**config.mk**
```make
export PLATFORM = sky130hd
export DESIGN_NAME = button_debounce
export DESIGN_NICKNAME = d
export VERILOG_FILES = /design/src/rtl/button_debounce.sv
export SDC_FILE = /design/constraint.sdc
export NUM_CORES = 1
export LEC_CHECK = 0
export BUFFER_PORTS_ARGS = -buffer_cell sky130_fd_sc_hd__buf_2
export CAP_MARGIN = 20
export CORE_MARGIN = 4
export CORE_UTILIZATION = 61
export DETAILED_ROUTE_END_ITERATION = 8
export GPL_TIMING_DRIVEN = 0
export HOLD_SLACK_MARGIN = 0.05
export PLACE_DENSITY = 0.82
export SETUP_SLACK_MARGIN = 0.4
export SYNTH_ARGS = -nofsm -noshare
export SYNTH_HDL_FRONTEND = slang
export SYNTH_SLANG_ARGS = --single-unit
```
**constraint.sdc**
```tcl
create_clock -name clk -period 4.1 [get_ports clk]
set_clock_uncertainty 0.1 [all_clocks]
set_input_delay 0.205 -clock clk [delete_from_list [all_inputs] [get_ports clk]]
set_output_delay 0.205 -clock clk [all_outputs]
set_load 0.1 [all_outputs]
```
**src/rtl/button_debounce.sv**
```systemverilog
// button_debounce: synchronise, debounce and edge-detect a raw push-button pin into clean level and strobes
//   Parameters: DEBOUNCE_CYCLES (stable cycles to accept a change), LONG_CYCLES (held cycles before long_press),
//               ACTIVE_LOW (1: pin reads 0 when pressed).
//   Ports: clk, rst (async, active-high), btn (raw pin) -> pressed (debounced level), press / release_pulse /
//          long_press (one-cycle strobes). The release strobe is named release_pulse because "release" is a
//          reserved word in SystemVerilog.
//   Optional long-press hold counter is built only when BUTTON_DEBOUNCE_LONG_PRESS_EN is defined;
//   otherwise long_press is tied to 0 and LONG_CYCLES is ignored.
module button_debounce #(
  parameter int DEBOUNCE_CYCLES = 500000,
  parameter int LONG_CYCLES = 50000000,
  parameter bit ACTIVE_LOW = 1'b0
) (
  input  logic clk,
  input  logic rst,
  input  logic btn,
  output logic pressed,
  output logic press,
  output logic release_pulse,
  output logic long_press
);
  localparam int DW = $clog2(DEBOUNCE_CYCLES + 1);
  localparam logic [DW-1:0] LAST = DW'(DEBOUNCE_CYCLES - 1);
  typedef enum logic [1:0] {RELEASED, ARMING, HELD, DISARMING} state_t;
  state_t state;
  logic [1:0] sync;
  logic [DW-1:0] cnt;
  logic s;
  logic enter_held;
  logic accept_rel;
  assign s = sync[1];
  // The accepting edge is the one where the count would reach DEBOUNCE_CYCLES.
  assign enter_held = state == ARMING && s && cnt == LAST;
  assign accept_rel = state == DISARMING && !s && cnt == LAST;
  always_ff @(posedge clk or posedge rst)
    if (rst) sync <= '0;
    else sync <= {sync[0], btn ^ ACTIVE_LOW};
  always_ff @(posedge clk or posedge rst) begin
    if (rst) begin
      state <= RELEASED;
      cnt <= '0;
      pressed <= 1'b0;
      press <= 1'b0;
      release_pulse <= 1'b0;
    end else begin
      press <= 1'b0;
      release_pulse <= 1'b0;
      case (state)
        RELEASED:
          if (s) begin
            state <= ARMING;
            cnt <= DW'(1);
          end
        ARMING:
          if (!s) begin
            state <= RELEASED;
            cnt <= '0;
          end else if (enter_held) begin
            state <= HELD;
            cnt <= '0;
            pressed <= 1'b1;
            press <= 1'b1;
          end else cnt <= cnt + 1'b1;
        HELD:
          if (!s) begin
            state <= DISARMING;
            cnt <= DW'(1);
          end
        DISARMING:
          if (s) begin
            state <= HELD;
            cnt <= '0;
          end else if (accept_rel) begin
            state <= RELEASED;
            cnt <= '0;
            pressed <= 1'b0;
            release_pulse <= 1'b1;
          end else cnt <= cnt + 1'b1;
      endcase
    end
  end
`ifdef BUTTON_DEBOUNCE_LONG_PRESS_EN
  localparam int HW = $clog2(LONG_CYCLES + 1);
  localparam logic [HW-1:0] LONG = HW'(LONG_CYCLES);
  logic [HW-1:0] hold;
  logic counting;
  assign counting = state == HELD || state == DISARMING;
  // Cleared only on a fresh press, so a DISARMING->HELD bounce keeps the count and saturation
  // at LONG blocks repeats until a completed release leads to a new press.
  always_ff @(posedge clk or posedge rst) begin
    if (rst) begin
      hold <= '0;
      long_press <= 1'b0;
    end else begin
      long_press <= counting && !accept_rel && hold == LONG - 1'b1;
      hold <= enter_held ? '0 : (counting && hold != LONG) ? hold + 1'b1 : hold;
    end
  end
`else
  assign long_press = 1'b0;
`endif
endmodule

```
==> run metrics, run 1 <==
full die area=3210 um2; Worst EP arrival=2.24 ns; gr usage total=20.6%; Worst-Margin Slew=0.629 ns; Most Crowded Layer GR=met2; Peak Freq=between 0.4 and 0.5 GHz; Slew Viols, Final=0; Clock transition at path regs=about 0.15 ns; I/O Buffers=5; RR Startpoint=cnt[0]$_DFFE_PP0P_; Routed Wire Length=between 3000 and 4000 um; die width=between 50 and 60 um; vias in the first global route=around 1,200; gr ovfl total=0; Detailed Route Iter0 Violations=42; worst reg-to-reg path cell count=8; Yosys warnings=0; RSZ-0062 raised after global routing=no; period utilization=52.1%; via count=1,206; DPL Wire Length=2060 um; Setup violations, final=0; CTS sink cnt=26; sequential share of the synthesized area=45.1%; Crit Path Category=reg -> reg; top_reg_cell synth=dfrtp_1; Max Cap Viol=0; Synth Register Bits=26; final routed DRC violation total=0; layout cells sized above 1=13.5%; Post-CTS Hold Buffers=2; Worst R2R Setup Slack=1.96 ns; post-place instance area=~1500 um2; setup bufs post-CTS=0; worst skew pair latency=approximately 0.33 ns; post-synthesis cell area=1440 um2; hold crit path type=in -> async; fin util=71.0%; Final Hold Fails=0; post_cts resized=0; synth-to-layout area growth=9.97%; Initial Util=64.6%; critical path data required time=4.20 ns; core area=2230 um2; Final min period=around 2.1 ns; # IOs=7; dpl ws=1.99 ns; CTS H-tree depth=1; Cell Rows=17; EDFF count, synth=0; Leak=0.689 nW; CTS tree=built; post-synth cell types=40; CTS Buffer Depth=2; routed length per instance=16.1 um; final worst slack=approximately 2.0 ns; crit path launch type=register; clk root buf=clkbuf_4; largest fanout on the critical path=10; RR Endpoint=cnt[13]$_DFFE_PP0P_; Worst VDD drop=0.245 mV; Pwr per Cell Area=293 nW/um2; ANT nets after route=0; Via density=roughly 6.3; GR Util met2=~33%; M3 GR Usage=3.91%; placer's final routability congestion estimate=0.806; Net Count, Synth=155; first-pass GRT wire length=5240 um; # nets final=168; Critical Path Sink Type=register; largest net degree at the start of global routing=27; Setup TNS Final=0 ns; fraction of registers with async set/reset=between 90% and 100%; Syn Inst Count=roughly 150; ANT cells=0; chip height=56.6 um; DR pass1 iterations=4; initial antenna violation count=0; met1 Use GR=28.1%; Num CTS Buffers=3; design area=1590 um2; status=finished, final reports clean; Rel. slew slack=between 50% and 60%; syn_area_per_cell=9.55 um2
[report_power, final]
part / internal [W] / switching (W) / total [W]
sequential: 0.000266 / 0.0000165 / 0.000282
combinational: 0.0000199 / 0.0000289 / 0.0000488
clock: 0.0000544 / 0.0000789 / 0.000133
total: 0.000340 / 0.000124 / 0.000464
[how the worst max path moves through the flow]
stage                       start                  end  cells after the start
6_report       cnt[0]$_DFFE_PP0P_  cnt[13]$_DFFE_PP0P_                      8
3_5_place_dp   cnt[0]$_DFFE_PP0P_  cnt[13]$_DFFE_PP0P_                      8
4_1_cts        cnt[0]$_DFFE_PP0P_  cnt[13]$_DFFE_PP0P_                      8
2_1_floorplan  cnt[0]$_DFFE_PP0P_   cnt[3]$_DFFE_PP0P_                      7
3_3_place_gp   cnt[0]$_DFFE_PP0P_   cnt[3]$_DFFE_PP0P_                      7
5_1_grt        cnt[0]$_DFFE_PP0P_  cnt[13]$_DFFE_PP0P_                      8
[logic make-up after synthesis]
group	after synthesis	share of synthesized area, %
and+or+nand+nor	63	28.2
AOI/OAI and AO/OA	43	18.4
DFF	26	45.1
buffers and inverters	16	6.07
xor gates and xnor gates	1	1.13
adders and majority gates	1	0.867
other	1	0.260
[metrics by stage]
stage | hold slack [ns] | instances | power [W]
after floorplan | 0.136 | 151 | 0.000319
after global placement | 0.215 | 184 | 0.000328
after detailed placement | 0.214 | 184 | 0.000330
after CTS | 0.283 | 190 | 0.000460
after global routing | 0.211 | 191 | 0.000486
final | 0.219 | 191 | 0.000464
[worst max-delay path, cell delays in order, from the launching register on]
cell and delay (ns):
dfrtp_1 0.43, ha_1 0.29, nand4_4 0.21, nor4_4 0.36
a21oi_2 0.11, buf_6 0.16, buf_6 0.14, a21oi_1 0.13
a31oi_1 0.07
[cells in the final DEF, fill, tap and decap left out, types with 2 or more instances in the layout]
master | synthesis | layout
a41oi_1 | 2 | 2
a21o_1 | 2 | 2
inv_1 | 9 | 9
o211ai_1 | 2 | 2
clkbuf_4 | 0 | 3
a22o_1 | 2 | 2
buf_2 | 1 | 6
a21oi_1 | 14 | 14
nand2b_1 | 6 | 6
and3_1 | 3 | 3
nor2_1 | 8 | 8
and4_1 | 2 | 2
and2_1 | 3 | 3
nand3_1 | 9 | 9
dlygate4sd3_1 | 0 | 2
or3_1 | 4 | 4
nor4_1 | 2 | 2
nand4_1 | 4 | 4
o21ai_0 | 7 | 7
nand2_1 | 12 | 12
buf_6 | 3 | 3
dfrtp_1 | 26 | 26
a31oi_1 | 11 | 11
[metal layers]
layer  routed length, um  share of wire (%)
met1                1330                 43
met5                   0                  0
met2                1580                 52
met3                 114                3.7
met4                  36                1.2
[cell usage after synthesis (3+ instances only)]
library cell  number  share of area [%]
nand4_1            4                1.7
dfrtp_1           26                 45
nand2_1           12                3.1
nand3_1            9                3.1
nor2_1             8                2.1
inv_1              9                2.3
or3_1              4                1.7
and3_1             3                1.3
and2_1             3                1.3
a31oi_1           11                4.8
nand2b_1           6                2.6
buf_6              3                2.3
a21oi_1           14                4.9
o21ai_0            7                2.4
[cell type report]
cell class | count | area (um2)
plain buffers | 7 | 53.8
flip-flops and latches | 26 | 651
well taps | 28 | 35.0
fillers | 180 | 647
repair buffers | 8 | 72.6
multi-input cells | 109 | 704
inverters | 9 | 33.8
clock buffers | 4 | 36.3
[sequential cells by signal, indices dropped and copies added (netlist names), named ones only]
signal and cells:
sync 2, release_pulse 1, pressed 1, press 1
state 1, cnt 19
Note: power is estimated with default switching activity, not from simulation.
==> run 2: changes to the inputs <==
- CORE_UTILIZATION: 61 -> 54
- PLACE_DENSITY: 0.82 -> 0.77
- clock period: 4.1 -> 1.75 ns (I/O delays scaled with it)
==> run 2 against run 1 <==
Against the previous run: the flow now finishes with violations (setup timing); sequential power is 140% higher; die area is 11% higher; via count is 5.6% higher; sequential share of layout area is 4.9 points lower; sequential cell count stayed put; fmax is 11% higher; clock power grew to 3.1 times the previous value; final area is 14% higher; register-to-register slack worse by 2.1 ns; power grew to 2.6 times the previous value; global-route usage is 0.18 points higher; critical endpoint is now cnt[3]$_DFFE_PP0P_; largest cell class unchanged; largest power group unchanged; highest routed layer unchanged.
==> run metrics, run 2 (same netlist as run 1, synthesis figures left out) <==
CTS sink cnt=26; Rel. slew slack=59.1%; first-pass GRT wire length=5620 um; Comb pwr share=11.2%; RSZ-0062 raised after global routing=yes; vias in the first global route=1,198; I/O Buffers=5; ANT cells=0; Pwr per Cell Area=between 600 and 700 nW/um2; gr usage total=around a fifth; crit path launch type=register; chip height=59.7 um; Final min period=1.92 ns; worst skew pair latency=about 0.32 ns; DR pass1 iterations=4; Via density=slightly above 6; commonest non-fill, non-tap cell in the layout=dfrtp_1; Leak=around 0.77 nW; metal2 WL=around 1600 um; Cell Int Power=between 0.0009 and 0.001 W; # IOs=7; DR top layer=met4; CTS H-tree depth=1; Clock transition at path regs=around 0.14 ns; commonest non-fill, non-tap cells in the layout=dfrtp_1, buf_4, nand2_1, a31oi_1; Critical Path Sink Type=register; full die area=3560 um2; core area=2520 um2; Num CTS Buffers=3; sw frac=24.3%; Max Cap Viol=0; Slew Viols, Final=0; layout cells sized above 1=about 34%; worst reg-to-reg path cell count=6; critical path data required time=approximately 1.9 ns; CTS Buffer Depth=2; Switching Power=a little under 0.0003 W; largest net degree at the start of global routing=27; Setup violations, final=24; gr ovfl total=0; register bank with the most flops=cnt; CP bufs+invs=2; fin util=72.0%; clk root buf=clkbuf_4; Cell Chain, Critical Path=or2b_1, nor4b_4, a21oi_2, buf_6, buf_8, a22o_1; part of the power in the clock network=between 30% and 40%; Routed met1 length=1480 um; Worst EP arrival=2.04 ns; Initial Util=a little under three fifths; DPL Wire Length=2100 um; Crit Path Category=reg -> reg; post-place instance area=around 1500 um2; crit-path max cell delay=0.46 ns; period utilization=110%; synth-to-layout area growth=25.8%; final routed DRC violation total=0; smallest hold slack=0.239 ns; Final Hold Fails=0; slowest CP cell=dfrtp_2; largest registers=cnt x19, sync x2; Worst path depth=6; max reg flops=19; ANT nets after route=0; Detailed Route Iter0 Violations=between 40 and 50; # nets final=183; cell family with most CP delay=simple AND/OR/NAND/NOR gates; violated checks=setup timing; hold crit path type=in -> async; placer's final routability congestion estimate=0.872; final worst slack=-0.167 ns; Worst VDD drop=0.640 mV; die width=~60 um; design area=1820 um2; routed length per instance=16.0 um; largest fanout on the critical path=10; status=finished with violations; DR WL met3=around 220 um; Cell Rows=18; Peak Freq=about 0.52 GHz; Worst-Margin Slew=0.612 ns; CTS tree=built; Seq pwr share=55.0%; via count=1,273; Routed Wire Length=3330 um; initial antenna violation count=0
run 2: cell types whose count changed in the layout (fill, tap and decap cells not counted), moves of 2 or more:
cell / change
a21oi_2: +7
dfrtp_1: -4
dfrtp_2: +4
o21ai_1: +2
and2_4: +2
a21oi_1: -7
nand2_1: -2
nand2_2: +2
and2_1: -2
buf_4: +15
o21ai_0: -2
run 2: timing repair:
item | in CTS | in global routing
gates resized for setup | 12 | 17
endpoints found under the setup margin | 25 | 50
hold buffers | 2 | 0
hold endpoints to repair | 27 | 0
pin swaps | 8 | 11
setup buffers | 11 | 5
run 2: power by group through the flow:
stage                     clock network [W]  registers [W]   logic, W
after floorplan                           0       0.000667  0.0000871
after global routing               0.000442       0.000672   0.000154
after global placement                    0       0.000672   0.000102
after detailed placement                  0       0.000676   0.000106
final                              0.000408       0.000665   0.000136
after CTS                          0.000419       0.000663   0.000129
run 2: metal layers:
metal  vias to the layer above  global-route usage, %
met3                         5                   4.32
met4                         0                   4.75
met5                         -                      0
li1                        604                      -
met1                       614                   28.5
met2                        50                   34.0
run 2: final timing paths:
check                                    from                  end  slack [ns]
min reg2reg                 sync[0]$_DFF_PP0_    sync[1]$_DFF_PP0_        0.27
max                        cnt[5]$_DFFE_PP0P_   cnt[3]$_DFFE_PP0P_       -0.17
max in group asynchronous                 rst  cnt[12]$_DFFE_PP0P_        0.97
max reg2reg                cnt[5]$_DFFE_PP0P_   cnt[3]$_DFFE_PP0P_       -0.17
min in group clk            sync[0]$_DFF_PP0_    sync[1]$_DFF_PP0_        0.27
min                                       rst   cnt[1]$_DFFE_PP0P_        0.24
run 2: layout make-up:
class	instances	area, um2
Tap cell	30	37.5
Inverter	9	37.5
Fill cell	192	707
Clock buffer	3	22.5
Timing Repair Buffer	23	175
Clock inverter	1	30.0
Buffer	7	58.8
Sequential cell	26	656
Multi-Input combinational cell	109	798
run 2: worst min-delay path: cells and delay by family:
family	cells	cell delay, ns
buffers and inverters	3	1.02
run 2: per-stage QoR:
step | total power, W | cells | TNS [ns] | worst slack [ns]
5_1_grt | 0.00127 | 208 | -4.57 | -0.258
6_report | 0.00121 | 208 | -2.50 | -0.167
3_5_place_dp | 0.000782 | 186 | -2.27 | -0.184
4_1_cts | 0.00121 | 203 | -2.05 | -0.159
3_3_place_gp | 0.000774 | 186 | -1.50 | -0.139
2_1_floorplan | 0.000755 | 151 | -0.0130 | -0.0130
==> run 3: changes to the inputs <==
- SETUP_SLACK_MARGIN: 0.4 -> 0.02
==> run 3 against run 2 <==
Against the previous run: the flow still finishes with violations (setup timing); global-route usage is 3.6 points higher; worst setup slack worse by 0.038 ns; via count is 15% higher; non-clock buffer count is 11 higher.
==> run metrics, run 3 (same netlist as run 1, synthesis figures left out) <==
Setup TNS Final=-2.89 ns; Final min period=1.96 ns; part of the power in the clock network=33.8%; ANT cells=0; fin util=80.4%; Via density=6.68; Routed Wire Length=4690 um; full die area=3560 um2; Initial Util=57.2%; first-pass GRT wire length=6580 um; crit path launch type=register; Leak=0.861 nW; largest fanout on the critical path=6; CP bufs+invs=1; vias in the first global route=~1,400; DPL Wire Length=2090 um; Worst path depth=6; sw frac=26.5%; CTS H-tree depth=1; Pwr per Cell Area=634 nW/um2; core area=2520 um2; Cell Rows=18; worst reg-to-reg path cell count=6; Critical Path Sink Type=register; placer's final routability congestion estimate=0.822; Worst EP arrival=2.13 ns; cell family with most CP delay=simple AND/OR/NAND/NOR gates; Clock transition at path regs=0.16 ns; Rel. slew slack=61.0%; Setup violations, final=23; CTS sink cnt=26; period utilization=112%; violated checks=setup timing; die width=59.7 um; final worst slack=-0.206 ns; # IOs=7; commonest non-fill, non-tap cell in the layout=buf_4; RSZ-0062 raised after global routing=yes; PnR Total Power=0.00129 W; Switching Power=roughly 0.00034 W; Detailed Route Iter0 Violations=between 90 and 100; Comb pwr share=14.3%; CTS tree=built; gr usage total=24.4%; chip height=59.7 um; slowest CP cell=dfrtp_1; worst skew pair latency=about 0.34 ns; Num CTS Buffers=3; Max Cap Viol=0; design area=about 2000 um2; Slew Viols, Final=0; synth-to-layout area growth=40.6%; CTS Buffer Depth=2; Seq pwr share=51.9%; Cell Int Power=0.000945 W; largest registers=cnt x19, sync x2; Crit Path Category=reg -> reg; final routed DRC violation total=0; Peak Freq=0.511 GHz; commonest non-fill, non-tap cells in the layout=buf_4, dfrtp_1, a21oi_2, nand2_1, a31oi_1; initial antenna violation count=0; layout cells sized above 1=between 40% and 50%; gr ovfl total=0; Final Hold Fails=0; via count=1,464; largest net degree at the start of global routing=27; Worst-Margin Slew=around 0.6 ns; # nets final=194; ANT nets after route=0; post-place instance area=1520 um2; critical path data required time=~1.9 ns; crit-path max cell delay=0.52 ns; hold crit path type=in -> async; Cell Chain, Critical Path=nand3_1, nor3b_4, buf_6, nand4_1, or3_1, o21ai_1; max reg flops=19; DR pass1 iterations=5; routed length per instance=21.4 um; I/O Buffers=5; register bank with the most flops=cnt; status=finished with violations; Worst VDD drop=roughly 0.88 mV; clk root buf=clkbuf_4; smallest hold slack=0.0405 ns
[run 3: cell types whose count changed in the layout (fill, tap and decap cells not counted), sizes merged]
cell	before	now
buf	27	39
inv	8	9
clkbuf	4	3
clkinvlp	1	0
[run 3: area by class of cell]
| cell class | instances | area, um2 |
|---|---|---|
| Buffer | 6 | 60.1 |
| Timing Repair Buffer | 35 | 314 |
| Fill cell | 124 | 494 |
| Clock inverter | 1 | 30.0 |
| Sequential cell | 26 | 657 |
| Multi-Input combinational cell | 109 | 873 |
| Clock buffer | 3 | 22.5 |
| Inverter | 9 | 33.8 |
| Tap cell | 30 | 37.5 |
[run 3: path summary, 6_finish.rpt]
check / from / endpoint / slack (ns)
max: cnt[7]$_DFFE_PP0P_ / cnt[14]$_DFFE_PP0P_ / -0.21
min: rst / cnt[1]$_DFFE_PP0P_ / 0.04
max reg2reg: cnt[7]$_DFFE_PP0P_ / cnt[14]$_DFFE_PP0P_ / -0.21
min reg2reg: sync[0]$_DFF_PP0_ / sync[1]$_DFF_PP0_ / 0.27
max in group asynchronous: rst / cnt[14]$_DFFE_PP0P_ / 1.13
min in group clk: sync[0]$_DFF_PP0_ / sync[1]$_DFF_PP0_ / 0.27
[run 3: metrics by stage]
step                worst slack, ns  std cells
global placement             -0.143        186
global route                 -0.265        219
floorplan                   -0.0140        151
finish                       -0.206        219
CTS                          -0.121        211
detailed placement           -0.176        186
[run 3: power groups by stage]
stage	clock (W)	combinational, W	sequential [W]
after floorplan	0	0.0000867	0.000667
after global placement	0	0.000102	0.000671
after detailed placement	0	0.000107	0.000676
after CTS	0.000421	0.000160	0.000663
after global routing	0.000450	0.000199	0.000672
final	0.000434	0.000184	0.000668
[run 3: layer usage]
| layer | global-route usage [%] | up-vias | wire length, um |
|---|---|---|---|
| met1 | 31.0 | 733 | 1950 |
| met4 | 10.4 | 0 | 144 |
| li1 | - | 628 | - |
| met5 | 0 | - | 0 |
| met2 | 41.4 | 83 | 2310 |
| met3 | 3.24 | 20 | 290 |
[run 3: timing repair]
| action | CTS | global route |
|---|---|---|
| pin swaps | 21 | 12 |
| resized for setup | 39 | 19 |
| cloned | 3 | 0 |
| endpoints found under the setup margin | 20 | 24 |
| hold buffers | 2 | 0 |
| buffers inserted | 16 | 8 |
| endpoints found under the hold margin | 27 | 0 |
[run 3: tightest hold or removal path, delay by kind of cell]
family                 cells  cell delay (ns)
buffers and inverters      3             0.78
